===== src/rtl/pipelined_segmented_adder.sv =====
// Pipelined WIDTH-bit adder resolving one SEG-bit segment per stage, with an
// optional per-transaction cut of the low inter-segment carries.
module pipelined_segmented_adder #(
  parameter int unsigned WIDTH = 16,
  parameter int unsigned SEG   = 4,
  parameter int unsigned AW    = 3
) (
  input  logic             clk,
  input  logic             rst_n,
  input  logic             in_valid,
  output logic             in_ready,
  input  logic [WIDTH-1:0] in_a,
  input  logic [WIDTH-1:0] in_b,
  input  logic             in_cin,
  input  logic [AW-1:0]    approx_segs,
  output logic             out_valid,
  input  logic             out_ready,
  output logic [WIDTH-1:0] out_sum,
  output logic             out_cout
);

  localparam int unsigned NSEG = (WIDTH / SEG < 1) ? 1 : WIDTH / SEG;

  if (WIDTH % SEG != 0) begin : g_bad_seg
    $error("pipelined_segmented_adder: WIDTH must be a multiple of SEG");
  end
  if ((32'd1 << AW) <= NSEG) begin : g_bad_aw
    $error("pipelined_segmented_adder: 2**AW must exceed WIDTH/SEG");
  end

  // Whole pipeline moves in lockstep whenever the output slot can take data.
  logic adv_c;
  assign adv_c    = !out_valid | out_ready;
  assign in_ready = adv_c;

  for (genvar j = 0; j < NSEG; j++) begin : g_stage
    // Operand bits still to be added when entering stage j.
    localparam int unsigned REM = WIDTH - j * SEG;

    logic             vi;
    logic [REM-1:0]   ai;
    logic [REM-1:0]   bi;
    logic             ci;
    logic [WIDTH-1:0] si;
    logic [SEG:0]     seg_sum;
    logic [WIDTH-1:0] sum_d;

    if (j == 0) begin : g_src
      assign vi = in_valid;
      assign ai = in_a;
      assign bi = in_b;
      assign ci = in_cin;
      assign si = '0;
    end else begin : g_src
      assign vi = g_stage[j-1].g_mid.vld_q;
      assign ai = g_stage[j-1].g_mid.opa_q;
      assign bi = g_stage[j-1].g_mid.opb_q;
      assign ci = g_stage[j-1].g_mid.cy_q;
      assign si = g_stage[j-1].g_mid.sum_q;
    end

    assign seg_sum = {1'b0, ai[SEG-1:0]} + {1'b0, bi[SEG-1:0]} + (SEG+1)'(ci);
    assign sum_d   = si | (WIDTH'(seg_sum[SEG-1:0]) << (j * SEG));

    if (j < NSEG - 1) begin : g_mid
      logic [AW-1:0]      api;
      logic               vld_q;
      logic               cy_q;
      logic               cy_d;
      logic [WIDTH-1:0]   sum_q;
      logic [REM-SEG-1:0] opa_q;
      logic [REM-SEG-1:0] opb_q;
      logic [REM-SEG-1:0] opa_d;
      logic [REM-SEG-1:0] opb_d;
      logic [AW-1:0]      ap_q;

      if (j == 0) begin : g_ap
        assign api = approx_segs;
      end else begin : g_ap
        assign api = g_stage[j-1].g_mid.ap_q;
      end

      // Carry into segment j+1 is cut when j+1 <= approx_segs.
      assign cy_d  = (32'(api) > 32'(j)) ? 1'b0 : seg_sum[SEG];
      assign opa_d = ai[REM-1:SEG];
      assign opb_d = bi[REM-1:SEG];

      always_ff @(posedge clk or negedge rst_n) begin
        if (!rst_n) begin
          vld_q <= 1'b0;
          cy_q  <= 1'b0;
          sum_q <= '0;
          opa_q <= '0;
          opb_q <= '0;
          ap_q  <= '0;
        end else if (adv_c) begin
          vld_q <= vi;
          if (vi) begin
            cy_q  <= cy_d;
            sum_q <= sum_d;
            opa_q <= opa_d;
            opb_q <= opb_d;
            ap_q  <= api;
          end
        end
      end
    end else begin : g_last
      logic             vld_q;
      logic             cy_q;
      logic [WIDTH-1:0] sum_q;

      // Final stage doubles as the output register; its carry-out is never cut.
      always_ff @(posedge clk or negedge rst_n) begin
        if (!rst_n) begin
          vld_q <= 1'b0;
          cy_q  <= 1'b0;
          sum_q <= '0;
        end else if (adv_c) begin
          vld_q <= vi;
          if (vi) begin
            cy_q  <= seg_sum[SEG];
            sum_q <= sum_d;
          end
        end
      end
    end
  end

  assign out_valid = g_stage[NSEG-1].g_last.vld_q;
  assign out_sum   = g_stage[NSEG-1].g_last.sum_q;
  assign out_cout  = g_stage[NSEG-1].g_last.cy_q;

endmodule

===== config.mk =====
export PLATFORM = sky130hd
export DESIGN_NAME = pipelined_segmented_adder
export DESIGN_NICKNAME = d
export VERILOG_FILES = /design/src/rtl/pipelined_segmented_adder.sv
export SDC_FILE = /design/constraint.sdc
export NUM_CORES = 1
export LEC_CHECK = 0
export BUFFER_PORTS_ARGS = -buffer_cell sky130_fd_sc_hd__buf_2
export CORE_MARGIN = 3
export CORE_UTILIZATION = 58
export DETAILED_ROUTE_END_ITERATION = 10
export PLACE_DENSITY = 0.79
export SYNTH_ARGS = -nofsm -noshare
export SYNTH_HDL_FRONTEND = slang
export SYNTH_SLANG_ARGS = --single-unit

===== constraint.sdc =====
create_clock -name clk -period 2.6 [get_ports clk]
set_clock_uncertainty 0.05 [all_clocks]
set_input_delay 0.52 -clock clk [delete_from_list [all_inputs] [get_ports clk]]
set_output_delay 0.52 -clock clk [all_outputs]
set_load 0.05 [all_outputs]

### Yosys cells after proc, flatten, opt, wreduce, memory -nomap -nowiden

Cells that the tools add are included.

| storage, ports and cells | value |
|---|---|
| bits in registers | 114 |
| input bits | 40 |
| output and inout port bits | 19 |

| operators by class | value |
|---|---|
| add/sub/neg operators | 8 |
| $lt $le $gt $ge | 3 |
| multiplexer cells | 3 |
| bitwise operators | 4 |
| reduce and logical (&&, ||, !) cells | 5 |

Operators by type and width:

| kind | number |
|---|---|
| $add 4x4->5 | 4 |
| $add 5x1->5 | 4 |
| $or 16x12->16 | 1 |
| $or 16x16->16 | 1 |
| $or 4x8->8 | 1 |
| $reduce_and 2->1 | 4 |
| $gt 3x1->1 const B | 2 |
| $gt 3x2->1 const B | 1 |
| $mux 1 | 3 |
| $logic_not 1->1 | 1 |
| $or 1x1->1 | 1 |

### Longest topological paths before layout

| logic depth | value |
|---|---|
| depth in word-level cells | 3 |
| depth in mapped cells | 7 |
| mapped depth without buffers | 7 |

### Least setup slack after synthesis

Ideal clock, no wire load.

| path | value |
|---|---|
| kind | reg-to-reg |
| from | register g_stage[3].g_last.vld_q, in the netlist out_valid |
| to | register g_stage[0].g_mid.opa_q[0] |
| arrival time | 1.666 ns |
| path slack | 0.759 ns |
| stages on the path, launching flop included | 7 |
| path buffers | 2 |
| cell sequence | dfrtp_1 > nor2b_4 > inv_6 > nand2_2 > buf_6 > buf_12 > mux2_4 |

| on the way | value |
|---|---|
| cells in the longest elaborated chain, start to end | 3 |

Ends and longest elaborated chain:

| element | line | RTL |
|---|---|---|
| from (decl) | 108 | `logic vld_q;` |
| from (signal assigned) | 119 | `vld_q <= vi;` |
| $logic_not 1->1 | 33 | `assign adv_c = !out_valid \| out_ready;` |
| $or 1x1->1 | 33 |  |
| named net in_ready | 11 | `output logic in_ready,` |
| $reduce_and 2->1 (no line) | n/a |  |
| to (signal assigned) | 101 | `opa_q <= opa_d;` |
| to (decl) | 71 | `logic [REM-SEG-1:0] opa_q;` |

The timed path passes the listed nets, and every way through them passes these cells.
A chain may end at the register's enable or synchronous reset.

### Worst setup path after layout

| path | value |
|---|---|
| from | register g_stage[1].g_mid.cy_q |
| to | register g_stage[2].g_mid.cy_q |

| on the way | value |
|---|---|
| cells in the longest elaborated chain, start to end | 2 |

Ends and longest elaborated chain:

| element | line | RTL |
|---|---|---|
| from (decl) | 68 | `logic cy_q;` |
| from (signal assigned) | 99 | `cy_q <= cy_d;` |
| $add 5x1->5 | 62 | `assign seg_sum = {1'b0, ai[SEG-1:0]} + {1'b0, bi[SEG-1:0]} + (SEG+1)'(ci);` |
| $mux 1 | 84 | `assign cy_d = (32'(api) > 32'(j)) ? 1'b0 : seg_sum[SEG];` |
| to (signal assigned) | 99 |  |
| to (decl) | 68 |  |

No other way between the ends.

==> impl_metrics.yaml <==
status:
  status: "complete, no violations"
critical_path:
  path_max_fanout: 2
  cp-start-kind: "flip-flop"
  crit_path_end_kind: "flip-flop"
  crit_required_ns: 2.83
  crit_arrival_ns: 2.15
  crit_type: "flip-flop to flip-flop"
global_route:
  antenna_found_initial: 0
  use_met1: 0.252
  gr-total-overflow: 0
  grt_pass1_wl_um: 12000
  grt_pass1_vias: 2494
  groute.layer.met2.usage: 0.265
  grt_use_met3: 0.0337
  grt_busiest_layer: "met2"
  grt_usage: 0.176
  grt_max_degree: 56
power:
  ir_drop_uv: 531
  finalPower_mw: 6.12
  leakage_nw: 2.46
  powerDensity_mw_per_mm2: 1220
job:
  cap_violations: 0
sta:
  setup-violations-final: 0
  period_needed_ns: 1.92
  tns_ns: 0
  fin_hold_ws_ns: 0.102
  slew_violations: 0
  hold_viol_final: 0
  grt_setup_unrepaired: "false"
  fmax_ghz: 0.521
  worst_slew_pin_slew_ns: 0.636
  period_share: 0.738
  setup_ws_ns: 0.681
  relSlewSlack: 0.574
drt:
  viasPerCell: 5.20
  ant_nets: 0
  drt_iter0_drc: 100
  drc: 0
  postRouteWirelength_um: 6830
  firstDrtPassIters: 4
  dr_total_vias: 2489
  drt-wirelength-per-cell_um: 14.3
final_layout:
  drive_gt1_frac: 0.429
  finalNonFillerCells: 479
  diodes: 0
  postLayoutCellArea_mm2: 0.00500
  syn2layout_area_growth_pct: 12.0
  final_util: 0.679
  fin_nets: 435
synthesis:
  synth_area_mm2: 0.00447
  ys_types: 27
  yosysMostFrequentCell: "dfrtp_1"
  yosysSeqAreaShare: 0.572
  synth.net_count: 373
  synth_top_cell_area_share: 0.572
  synth_warnings: 0
  ys_ff_latch: 102
  netlist.top_cell.by_area: "dfrtp_1"
  avgSynthCellArea_um2: 14.3
  synth_cells: 313
  synth_edf_count: 0
  synth_ff_type: "dfrtp_1"
  ys_top_cells_by_count: "102 x dfrtp_1, 59 x mux2_2, 28 x nand2_1, 21 x inv_1"
  synthTopCellsByArea: "dfrtp_1 57%, mux2_2 15%, mux2_4 6.7%, fa_1 3.6%, ha_1 3.4%"
  async_reset_ff_frac: 1.00
clock_network:
  clkLatencyLatePin_ns: 0.35
  postCtsSetupRepairBufs: 0
  clkSinkCount: 102
  cts_buffers: 9
  cts_tree: "done"
  ctsLongestPathBuffers: 2
  holdBufCountCts: 0
  htreeDepth: 3
  root_buffer: "clkbuf_8"
  path_clk_slew_ns: 0.10
  cts_resized: 0
placed_design:
  dp_hpwl_um: 4980
  place.gp.congestion: 0.715
  place_area_mm2: 0.00483
  port_buffers: 58
  dp.cells: 463
  dp_worst_setup_slack_ns: 0.600
die:
  boundaryPins: 59
  dieWidth_um: 93.7
  rows: 31
  initial_core_util: 0.606
  core_mm2: 0.00737
  die_y_um: 93.7
  die-area_mm2: 0.00879
worst_hold_path:
  holdCritPathClass: "input port to async pin"
-- sequential cells by signal, summed over array words and instances (netlist names) --
register	flops
g_stage.g_mid.vld_q	3
g_stage.g_mid.sum_q	24
g_stage.g_mid.opb_q	24
out_sum	16
g_stage.g_mid.opa_q	24
out_cout	1
out_valid	1
g_stage.g_mid.ap_q	6
g_stage.g_mid.cy_q	3
-- path summary, 6_finish.rpt --
| check | start | to | slack [ns] | depth (start not counted) |
|---|---|---|---|---|
| min in group clk | in_a[14] | g_stage[0].g_mid.opa_q[10] | 0.34 | 2 |
| min | rst_n | g_stage[0].g_mid.opa_q[11] | 0.10 | 1 |
| max reg2reg | g_stage[1].g_mid.cy_q | g_stage[2].g_mid.cy_q | 0.68 | 7 |
| min reg2reg | out_cout | out_cout | 0.44 | 2 |
| max | g_stage[1].g_mid.cy_q | g_stage[2].g_mid.cy_q | 0.68 | 7 |
| max in group asynchronous | rst_n | g_stage[1].g_mid.sum_q[6] | 1.70 | 2 |
-- layout by cell type (no fill, tap or decap) --
cell          n
dfrtp_1     102
mux2_2       59
buf_2        57
nand2_1      28
inv_1        21
mux2_4       20
o21ai_0      20
ha_1         12
clkbuf_8      9
fa_1          8
a21oi_1       7
xor2_1        6
a21o_1        4
clkinv_2      3
buf_4         3
inv_6         2
nand2_2       2
xnor2_1       2
nor2b_1       2
clkinv_4      2
buf_12        2
nor2b_4       1
nand2_4       1
or4_1         1
o21ai_1       1
o41ai_2       1
o21a_1        1
nand2b_1      1
a221oi_1      1
clkinvlp_4    1
-- where the power goes --
| part | total [mW] | switching, mW | internal (mW) |
|---|---|---|---|
| logic | 2.59 | 1.39 | 1.19 |
| clock network | 0.876 | 0.527 | 0.350 |
| registers | 2.66 | 0.382 | 2.27 |
-- cell families after synthesis --
| group | after synthesis | share of synthesized area |
|---|---|---|
| compound gates | 35 | 0.0454 |
| xor+xnor | 8 | 0.0157 |
| fa+ha+maj | 20 | 0.0695 |
| buf+inv | 33 | 0.0440 |
| flops | 102 | 0.572 |
| mux | 79 | 0.216 |
| simple gates | 36 | 0.0378 |
-- metal layers --
metal,vias to the layer above,wire length [um]
met2,47,3190
met5,-,0
met4,0,126
met1,1245,3250
met3,11,265
li1,1186,-
-- critical path: stages (launching register included) --
cell and delay, ns:
dfrtp_1 0.37, inv_1 0.07, fa_1 0.46, fa_1 0.42, nor2b_1 0.13, o21a_1 0.11
o21ai_0 0.08, o21ai_0 0.15
-- cell type report --
| type | count | area (um2) |
|---|---|---|
| sequential | 102 | 2550 |
| multi-input combinational | 178 | 1720 |
| inverter | 22 | 87.6 |
| clock buffer | 9 | 124 |
| clock inverter | 7 | 48.8 |
| fill | 551 | 2370 |
| tap | 99 | 124 |
| timing repair buffer | 62 | 348 |
No activity file was read; power rests on OpenSTA's default activity.
